$ cat config.mk
export PLATFORM = sky130hd
export DESIGN_NAME = bram_dma_engine
export DESIGN_NICKNAME = d
export VERILOG_FILES = /design/src/rtl/bram_pkg.sv /design/src/rtl/dma_timeout_ctr.sv /design/src/rtl/bram_dma_engine.sv
export SDC_FILE = /design/constraint.sdc
export NUM_CORES = 1
export LEC_CHECK = 0
export BUFFER_PORTS_ARGS = -buffer_cell sky130_fd_sc_hd__buf_4
export CAP_MARGIN = 15
export CORE_MARGIN = 3
export CORE_UTILIZATION = 50
export DETAILED_ROUTE_END_ITERATION = 8
export PLACE_DENSITY = 0.75
export SLEW_MARGIN = 15
export SYNTH_ARGS = -nofsm -noshare
export SYNTH_HDL_FRONTEND = slang
export SYNTH_HIERARCHICAL = 1
export SYNTH_SLANG_ARGS = --single-unit
$ cat constraint.sdc
create_clock -name clk -period 2.7 [get_ports clk]
set_input_delay 0.81 -clock clk [delete_from_list [all_inputs] [get_ports clk]]
set_output_delay 0.81 -clock clk [all_outputs]
set_load 0.01 [all_outputs]
$ cat src/rtl/bram_pkg.sv
// Shared types for the BRAM DMA engine: FSM states and transfer mode encodings.
package bram_pkg;

   typedef enum logic [2:0] {
      StIdle,
      StRdReq,
      StRdGap,
      StWr,
      StFinish
   } dma_state_e;

   typedef enum logic {
      ModeCopy = 1'b0,
      ModeFill = 1'b1
   } dma_mode_e;

endpackage

$ cat src/rtl/dma_timeout_ctr.sv
// Read wait counter: counts enabled cycles and flags the last permitted wait cycle.
module dma_timeout_ctr #(
   parameter int unsigned Limit = 15
) (
   input  logic clk,
   input  logic rst_n,
   input  logic clr_i,
   input  logic en_i,
   output logic expired_o
);

   localparam int unsigned CntW = $clog2(Limit + 1);

   logic [CntW-1:0] cnt_q, cnt_d;

   always_comb begin
      cnt_d = cnt_q;
      if (clr_i) begin
         cnt_d = '0;
      end else if (en_i) begin
         cnt_d = cnt_q + 1'b1;
      end
   end

   always_ff @(posedge clk or negedge rst_n) begin
      if (!rst_n) begin
         cnt_q <= '0;
      end else begin
         cnt_q <= cnt_d;
      end
   end

   // High while the counter sits on the Limit-th wait cycle.
   assign expired_o = (cnt_q == CntW'(Limit - 1));

endmodule

$ cat src/rtl/bram_dma_engine.sv
// Byte-wide DMA engine: copies or fills a memory region through a single-port
// handshake interface, with read timeout detection.
module bram_dma_engine
   import bram_pkg::*;
#(
   parameter int unsigned TIMEOUT = 15
) (
   input  logic        clk,
   input  logic        rst_n,
   input  logic        start,
   input  logic        mode,
   input  logic [15:0] src_addr,
   input  logic [15:0] dst_addr,
   input  logic [15:0] length,
   input  logic [7:0]  fill_data,
   output logic        busy,
   output logic        done,
   output logic        error,
   output logic        mem_cs,
   output logic        mem_we,
   output logic [15:0] mem_addr,
   output logic [7:0]  mem_wdata,
   input  logic [7:0]  mem_rdata,
   input  logic        mem_dr
);

   dma_state_e  state_q, state_d;
   dma_mode_e   mode_q, mode_d;
   logic [15:0] src_q, src_d;
   logic [15:0] dst_q, dst_d;
   logic [15:0] cnt_q, cnt_d;
   logic [7:0]  fill_q, fill_d;
   logic [7:0]  data_q, data_d;
   logic        error_q, error_d;
   logic        wait_clr, wait_en, wait_expired;

   assign wait_clr = (state_q != StRdReq) || mem_dr;
   assign wait_en  = (state_q == StRdReq) && !mem_dr;

   dma_timeout_ctr #(
      .Limit(TIMEOUT)
   ) u_timeout (
      .clk       (clk),
      .rst_n     (rst_n),
      .clr_i     (wait_clr),
      .en_i      (wait_en),
      .expired_o (wait_expired)
   );

   always_comb begin
      state_d = state_q;
      mode_d  = mode_q;
      src_d   = src_q;
      dst_d   = dst_q;
      cnt_d   = cnt_q;
      fill_d  = fill_q;
      data_d  = data_q;
      error_d = error_q;
      unique case (state_q)
         StIdle: begin
            if (start) begin
               mode_d  = dma_mode_e'(mode);
               src_d   = src_addr;
               dst_d   = dst_addr;
               cnt_d   = length;
               fill_d  = fill_data;
               error_d = 1'b0;
               if (length == 16'd0) begin
                  state_d = StFinish;
               end else if (mode == ModeFill) begin
                  state_d = StWr;
               end else begin
                  state_d = StRdReq;
               end
            end
         end
         StRdReq: begin
            if (mem_dr) begin
               data_d  = mem_rdata;
               state_d = StRdGap;
            end else if (wait_expired) begin
               error_d = 1'b1;
               state_d = StFinish;
            end
         end
         StRdGap: state_d = StWr;
         StWr: begin
            cnt_d = cnt_q - 16'd1;
            dst_d = dst_q + 16'd1;
            if (mode_q == ModeCopy) begin
               src_d = src_q + 16'd1;
            end
            if (cnt_q == 16'd1) begin
               state_d = StFinish;
            end else if (mode_q == ModeFill) begin
               state_d = StWr;
            end else begin
               state_d = StRdReq;
            end
         end
         StFinish: state_d = StIdle;
         default:  state_d = StIdle;
      endcase
   end

   always_ff @(posedge clk or negedge rst_n) begin
      if (!rst_n) begin
         state_q <= StIdle;
         mode_q  <= ModeCopy;
         src_q   <= '0;
         dst_q   <= '0;
         cnt_q   <= '0;
         fill_q  <= '0;
         data_q  <= '0;
         error_q <= 1'b0;
      end else begin
         state_q <= state_d;
         mode_q  <= mode_d;
         src_q   <= src_d;
         dst_q   <= dst_d;
         cnt_q   <= cnt_d;
         fill_q  <= fill_d;
         data_q  <= data_d;
         error_q <= error_d;
      end
   end

   // Outputs decode from state only, so reset clears them without waiting for a clock.
   always_comb begin
      busy      = (state_q == StRdReq) || (state_q == StRdGap) || (state_q == StWr);
      done      = (state_q == StFinish);
      error     = error_q;
      mem_cs    = (state_q == StRdReq) || (state_q == StWr);
      mem_we    = (state_q == StWr);
      mem_addr  = 16'h0000;
      mem_wdata = 8'h00;
      if (state_q == StRdReq) begin
         mem_addr = src_q;
      end else if (state_q == StWr) begin
         mem_addr  = dst_q;
         mem_wdata = (mode_q == ModeFill) ? fill_q : data_q;
      end
   end

endmodule

==> out/metrics.cfg, run 1 <==
[worst_setup_path]
end_kind=output port
setup.worst_path.start_class=flip-flop
cp.arrival_ps=1770
path_cells=nand3b_1 > inv_1 > buf_4
worst_path_max_delay_cell=dfrtp_1
cp_max_fo=17
slowest_delay_ps=500
cp.buffers_inverters=2
criticalPathCategory=flip-flop to output port
worst_ep_required_time_ps=1890
crit_family=buffers and inverters

[drt]
drtAntennaViolNets=0
routed_wire_length_per_instance_um=16.5
drc=0
initialDrtViolationCount=256
viasPerCell=5.91
routed_wl_um=11400
via_count=4087
drt-pass1-iter-count=5

[pwr]
leakagePower_nw=2.35
report.power.total_mw=5.67
power.ir.vdd_worst_v=0.000502
power.density_nw_per_um2=1060

[worst_hold_path]
min-delay-path-class=input pin to asynchronous set/reset pin

[die]
floorplan.initialDensity_pct=51.7
chipHeight_um=98.4
floorplan.die_area_um2=9670
top_level_ports=98
placementRows=33
fp.coreArea_um2=8260
die_span_x_um=98.4

[sta]
fmax_mhz=388
rsz0062_at_grt=no
timing.slew.headroom_pct=52.8
tightestPinTransition_ps=707
min_period_over_period_pct=95.5
timing.final.setup_violations=0
setup_total_negative_slack_ps=0
timing.clock.skew_ps=7.94
hold_viol=0
timing.final.max_slew_violations=0
period_minus_slack_ps=2580

[layout]
fill_cells=731
num_antenna_cells=0
final_layout_size_suffix_gt1_share_pct=25.2
fin_util_pct=64.5
synthToLayoutAreaGrowth_pct=25.0
finish.net_count=657

[yosys]
yosys_warnings=6
synth.lib_cells_used.distinct=57
synth_top_flop_cell=dfrtp_1
ys_async_sr_fraction_pct=100
nets_in_the_synthesized_netlist=563
yosys_register_bits=73
post_synth_instance_area_um2=4270
syn_avg_cell_area_um2=8.74
synth_cells=488
synth.yosys.seq_area_share_pct=42.8
synth_enable_flop_cells=0

[global_routing]
grt_max_degree=41
wire_length_of_the_first_global_routing_pass_um=19000
antenna_violations_before_repair=0
global_route_total_overflow=0
via_count_of_the_first_global_routing_pass=3961
grt_use_total_pct=24.0

[clock_network]
tritoncts.num_buffers=9
cts_hold_buf=0
cts_repair_resize_count=0
clock-sinks=73
clkTransAtPathRegs_ps=80
tritoncts_clock_tree=yes
insertion_delay_ps=350
post-cts-setup-buffer-count=0
root_buffer=clkbuf_8
clock_path_buffers=2
cts-htree-levels=3

[placed_design]
dp_hpwl_um=8270
placement.io_buffers=97
gp_congestion=0.883

[run_status]
status=finished, final reports clean

[run]
drv_cap=0

worst paths after layout:
check	cells past startpoint	end	slack (ps)	from
min in group clk	2	fill_q[6]	480	fill_q[6]
worst max register to register	6	dst_q[9]	480	state_q[2]
worst min register to register	2	fill_q[6]	480	fill_q[6]
worst min-delay path	1	src_q[8]	440	rst_n
max in group asynchronous	2	src_q[15]	1680	rst_n
worst max-delay path	3	mem_we	120	state_q[2]
layout make-up:
| class | instances | area, um^2 | share of cell area, % |
|---|---|---|---|
| multi-input combinational | 378 | 2290 | 43.0 |
| sequential | 73 | 1830 | 34.3 |
| timing repair buffer | 111 | 846 | 15.9 |
| clock inverter | 7 | 78.8 | 1.48 |
| inverter | 9 | 33.8 | 0.634 |
| clock buffer | 9 | 124 | 2.32 |
| tap | 105 | 131 | 2.46 |
synth_stat cells, types with 2 or more instances:
cell | count | area [um^2]
dfrtp_1 | 73 | 1830
nand2_1 | 66 | 248
nor2_1 | 66 | 248
a21oi_1 | 37 | 185
mux2i_1 | 25 | 250
o21ai_0 | 22 | 110
nand3_1 | 18 | 90.1
clkbuf_1 | 16 | 60.1
nor3_1 | 16 | 80.1
a211oi_1 | 10 | 75.1
o22ai_1 | 10 | 62.6
inv_1 | 9 | 33.8
buf_2 | 8 | 40.0
mux2_2 | 8 | 90.1
nor4_1 | 7 | 43.8
a311oi_1 | 6 | 52.6
and3_1 | 6 | 37.5
ha_1 | 6 | 75.1
a31oi_1 | 5 | 31.3
or3_1 | 5 | 31.3
and2_1 | 4 | 25.0
and4_1 | 4 | 35.0
buf_1 | 4 | 15.0
nand3b_1 | 4 | 30.0
nand4_1 | 4 | 25.0
o211ai_1 | 4 | 30.0
o311ai_0 | 4 | 35.0
a2bb2oi_1 | 3 | 26.3
nand2b_1 | 3 | 18.8
a21o_1 | 2 | 15.0
a221oi_1 | 2 | 17.5
nor3b_1 | 2 | 15.0
nor4b_1 | 2 | 17.5
o221a_2 | 2 | 22.5
o31ai_1 | 2 | 15.0
xnor2_1 | 2 | 17.5
stage by stage:
step / std cells / setup slack (ps) / hold WS (ps) / area [um^2]
floorplan: 488 / 333 / 445 / 4270
global placement: 676 / 388 / 460 / 5130
detailed placement: 676 / 410 / 467 / 5130
CTS: 692 / 114 / 441 / 5330
global route: 692 / 17.3 / 467 / 5330
finish: 692 / 121 / 437 / 5330
placed cells by master (no fill, tap or decap), types with 10 or more instances in the layout:
cell      count
nand2_1      66
o21ai_0      22
nand3_1      18
a211oi_1     10
dfrtp_1      73
nor2_1       66
o22ai_1      10
buf_4       110
nor3_1       16
a21oi_1      37
mux2i_1      25
worst reg2reg max path, stage by stage (launching register included):
cell      delay (ps)
dfrtp_1          500
nand3b_1         230
inv_1            470
nand4_2          300
nor2_1           250
a211oi_1         110
a311oi_1         270
cells by family after synthesis:
logic type      Yosys count  synth area share (%)
buf+inv                  37                  3.49
fa+ha+maj                 6                  1.76
simple gates            217                  25.0
flops                    73                  42.8
xor+xnor                  2                 0.411
mux                      34                  8.33
compound gates          119                  18.2
flip-flops by register name, summed over array words and instances, names as in the netlist:
signal,flops
data_q,8
dst_q,16
fill_q,8
error,1
u_timeout/cnt_q,4
cnt_q,16
state_q,3
src_q,16
mode_q,1
power by group:
part	switching, mW	leakage (nW)	internal (mW)	total [mW]
sequential	0.612	0.857	1.60	2.21
combinational	1.37	1.39	1.21	2.58
clock	0.447	0.104	0.435	0.881
metal layers:
layer  global-route usage [%]  part of all wire, %
met4                     9.14                  2.2
met3                     4.29                  6.6
met5                        0                    0
met2                     38.2                   47
met1                     32.7                   44
Power figures use the tool's default switching activity.
==> inputs of run 2 (changes only) <==
- BUFFER_PORTS_ARGS: -buffer_cell sky130_fd_sc_hd__buf_4 -> -buffer_cell sky130_fd_sc_hd__buf_2
- CORE_UTILIZATION: 50 -> 43
- PLACE_DENSITY: 0.75 -> 0.69
- clock period: 2.7 -> 2.3 ns (I/O delays scaled with it)
==> out/metrics.cfg, run 2 (synthesis results as in run 1) <==
[clock_network]
clkTransAtPathRegs_ps=80  ; about the same
clock-sinks=73  ; unchanged
cts-htree-levels=3  ; unchanged
insertion_delay_ps=350  ; about the same
clock_path_buffers=2  ; unchanged
cts_hold_buf=0  ; unchanged
tritoncts_clock_tree=yes
tritoncts.num_buffers=9  ; unchanged
root_buffer=clkbuf_8

[sta]
hold_viol=0  ; unchanged
tightestPinTransition_ps=579  ; -128 ps
period_minus_slack_ps=2200
min_period_over_period_pct=95.6
timing.final.max_slew_violations=0  ; unchanged
timing.final.setup_violations=0  ; unchanged
fin_worst_hold_slack_ps=334  ; -103 ps
setup_ws_ps=102  ; -18.8 ps
fmax_mhz=455
setup_total_negative_slack_ps=0  ; unchanged
timing.clock.skew_ps=13.0  ; +5.05 ps
rsz0062_at_grt=no
timing.slew.headroom_pct=61.4  ; +8.6 points

[global_routing]
wire_length_of_the_first_global_routing_pass_um=19300  ; +1.6%
via_count_of_the_first_global_routing_pass=3930  ; -0.78%
antenna_violations_before_repair=0  ; unchanged
grt_use_total_pct=21.2  ; -2.8 points
global_route_total_overflow=0  ; unchanged
grt_max_degree=32  ; -22%

[placed_design]
dpl-instance-area_um2=4960  ; -3.2%
placement.io_buffers=97  ; unchanged
detailedPlace.worstSlack_ps=251  ; -159 ps
placedCellCount=703  ; +4.0%
gp_congestion=0.863  ; -2.2%
dp_hpwl_um=8620  ; +4.3%

[layout]
most-common-layout-cells=97 x buf_2, 70 x dfrtp_1, 66 x nor2_1, 66 x nand2_1, 37 x a21oi_1
final_layout_size_suffix_gt1_share_pct=26.4  ; +1.1 points
fin_util_pct=55.0  ; -9.5 points
mostFrequentLayoutCell=buf_2
layout_top_registers=cnt_q (16), dst_q (16), src_q (16)
finish.net_count=662  ; +0.76%
final_area_um2=5210  ; -2.3%
synthToLayoutAreaGrowth_pct=22.1
num_antenna_cells=0  ; unchanged
instances_no_fill=721  ; +4.2%

[pwr]
report.power.total_mw=6.67  ; +18%
swShare_pct=42.7  ; -0.14 points
comb_power_share_pct=44.6  ; -0.8 points
power.density_nw_per_um2=1280  ; +20%
power.share.clock_pct=16.4  ; +0.9 points
power.ir.vdd_worst_v=0.000680  ; +35%
switching_power_mw=2.85  ; +17%
seq_power_share_pct=39.0  ; about the same
intPower_mw=3.83  ; +18%
leakagePower_nw=2.32  ; -1.3%

[drt]
routed_wl_um=11700  ; +2.5%
drc=0  ; unchanged
via_count=4132  ; +1.1%
routed_wire_length_per_instance_um=16.2  ; -1.6%
drt-pass1-iter-count=5  ; unchanged
viasPerCell=5.73  ; -3.0%
drtAntennaViolNets=0  ; unchanged
initialDrtViolationCount=315  ; +23%

[die]
floorplan.die_area_um2=11200  ; +15%
floorplan.initialDensity_pct=45.1  ; -6.6 points
die_span_x_um=106  ; +7.4%
chipHeight_um=106  ; +7.4%
fp.coreArea_um2=9460  ; +15%
placementRows=35  ; +6.1%
top_level_ports=98  ; unchanged

[worst_setup_path]
setup.worst_path.start_class=flip-flop
cp_max_fo=16  ; -1
worst_ep_required_time_ps=1610  ; -280 ps
cp.arrival_ps=1510  ; -260 ps
critical_path.reg2reg.startpoint=cnt_q[6]
end_kind=output port
critPathLaunch=state_q[1]
criticalPathCategory=flip-flop to output port

[run]
drv_cap=0  ; unchanged

[run_status]
status=finished, final reports clean

[worst_hold_path]
min-delay-path-class=input pin to asynchronous set/reset pin

## run 2: cell count changes in the layout (fill, tap and decap cells not counted), sizes merged
cell / delta
buf: +5
bufinv: +1
clkbuf: +1
clkinv: -2
clkinvlp: +1
inv: -1
## run 2: power by group through the flow
| stage | clock network [mW] | registers (mW) | logic (mW) |
|---|---|---|---|
| after floorplan | 0 | 2.32 | 2.20 |
| after global placement | 0 | 2.58 | 2.86 |
| after detailed placement | 0 | 2.61 | 2.93 |
| after CTS | 1.11 | 2.59 | 2.94 |
| after global routing | 1.18 | 2.70 | 3.34 |
| final | 1.09 | 2.60 | 2.98 |
## run 2: cell type report
class / count / area, um^2
repair buffers: 116 / 673
inverters: 9 / 33.8
clock buffers: 10 / 128
multi-input cells: 378 / 2300
clock inverters: 6 / 82.6
fillers: 889 / 4250
well taps: 129 / 161
flip-flops and latches: 73 / 1830
## run 2: worst max-delay path, stage by stage (launching register included)
cell and delay, ps:
dfrtp_2 500, buf_12 210, mux2i_1 250, nor2_1 50
buf_2 140
## run 2: worst paths after layout
kind	endpoint	slack [ps]	depth (start not counted)
max in group asynchronous	state_q[0]	1370	2
worst min register to register	fill_q[5]	480	2
min in group clk	fill_q[5]	480	2
worst max register to register	state_q[1]	260	5
worst min-delay path	src_q[8]	330	1
worst max-delay path	mem_addr[5]	100	4
## run 2: metal layers
| metal | global-route usage [%] | vias to the layer above | routed length [um] | part of all wire (%) |
|---|---|---|---|---|
| met1 | 29.7 | 1964 | 5210 | 45 |
| met3 | 4.47 | 15 | 844 | 7.2 |
| li1 | - | 1985 | - | - |
| met2 | 32.8 | 168 | 5510 | 47 |
| met5 | 0 | - | 0 | 0 |
| met4 | 6.94 | 0 | 136 | 1.2 |
## run 2: what timing repair did
item                       CTS  global route
gates resized for setup      2             4
gates cloned                 0             0
setup endpoints to repair   14            15
buffers inserted             0             2
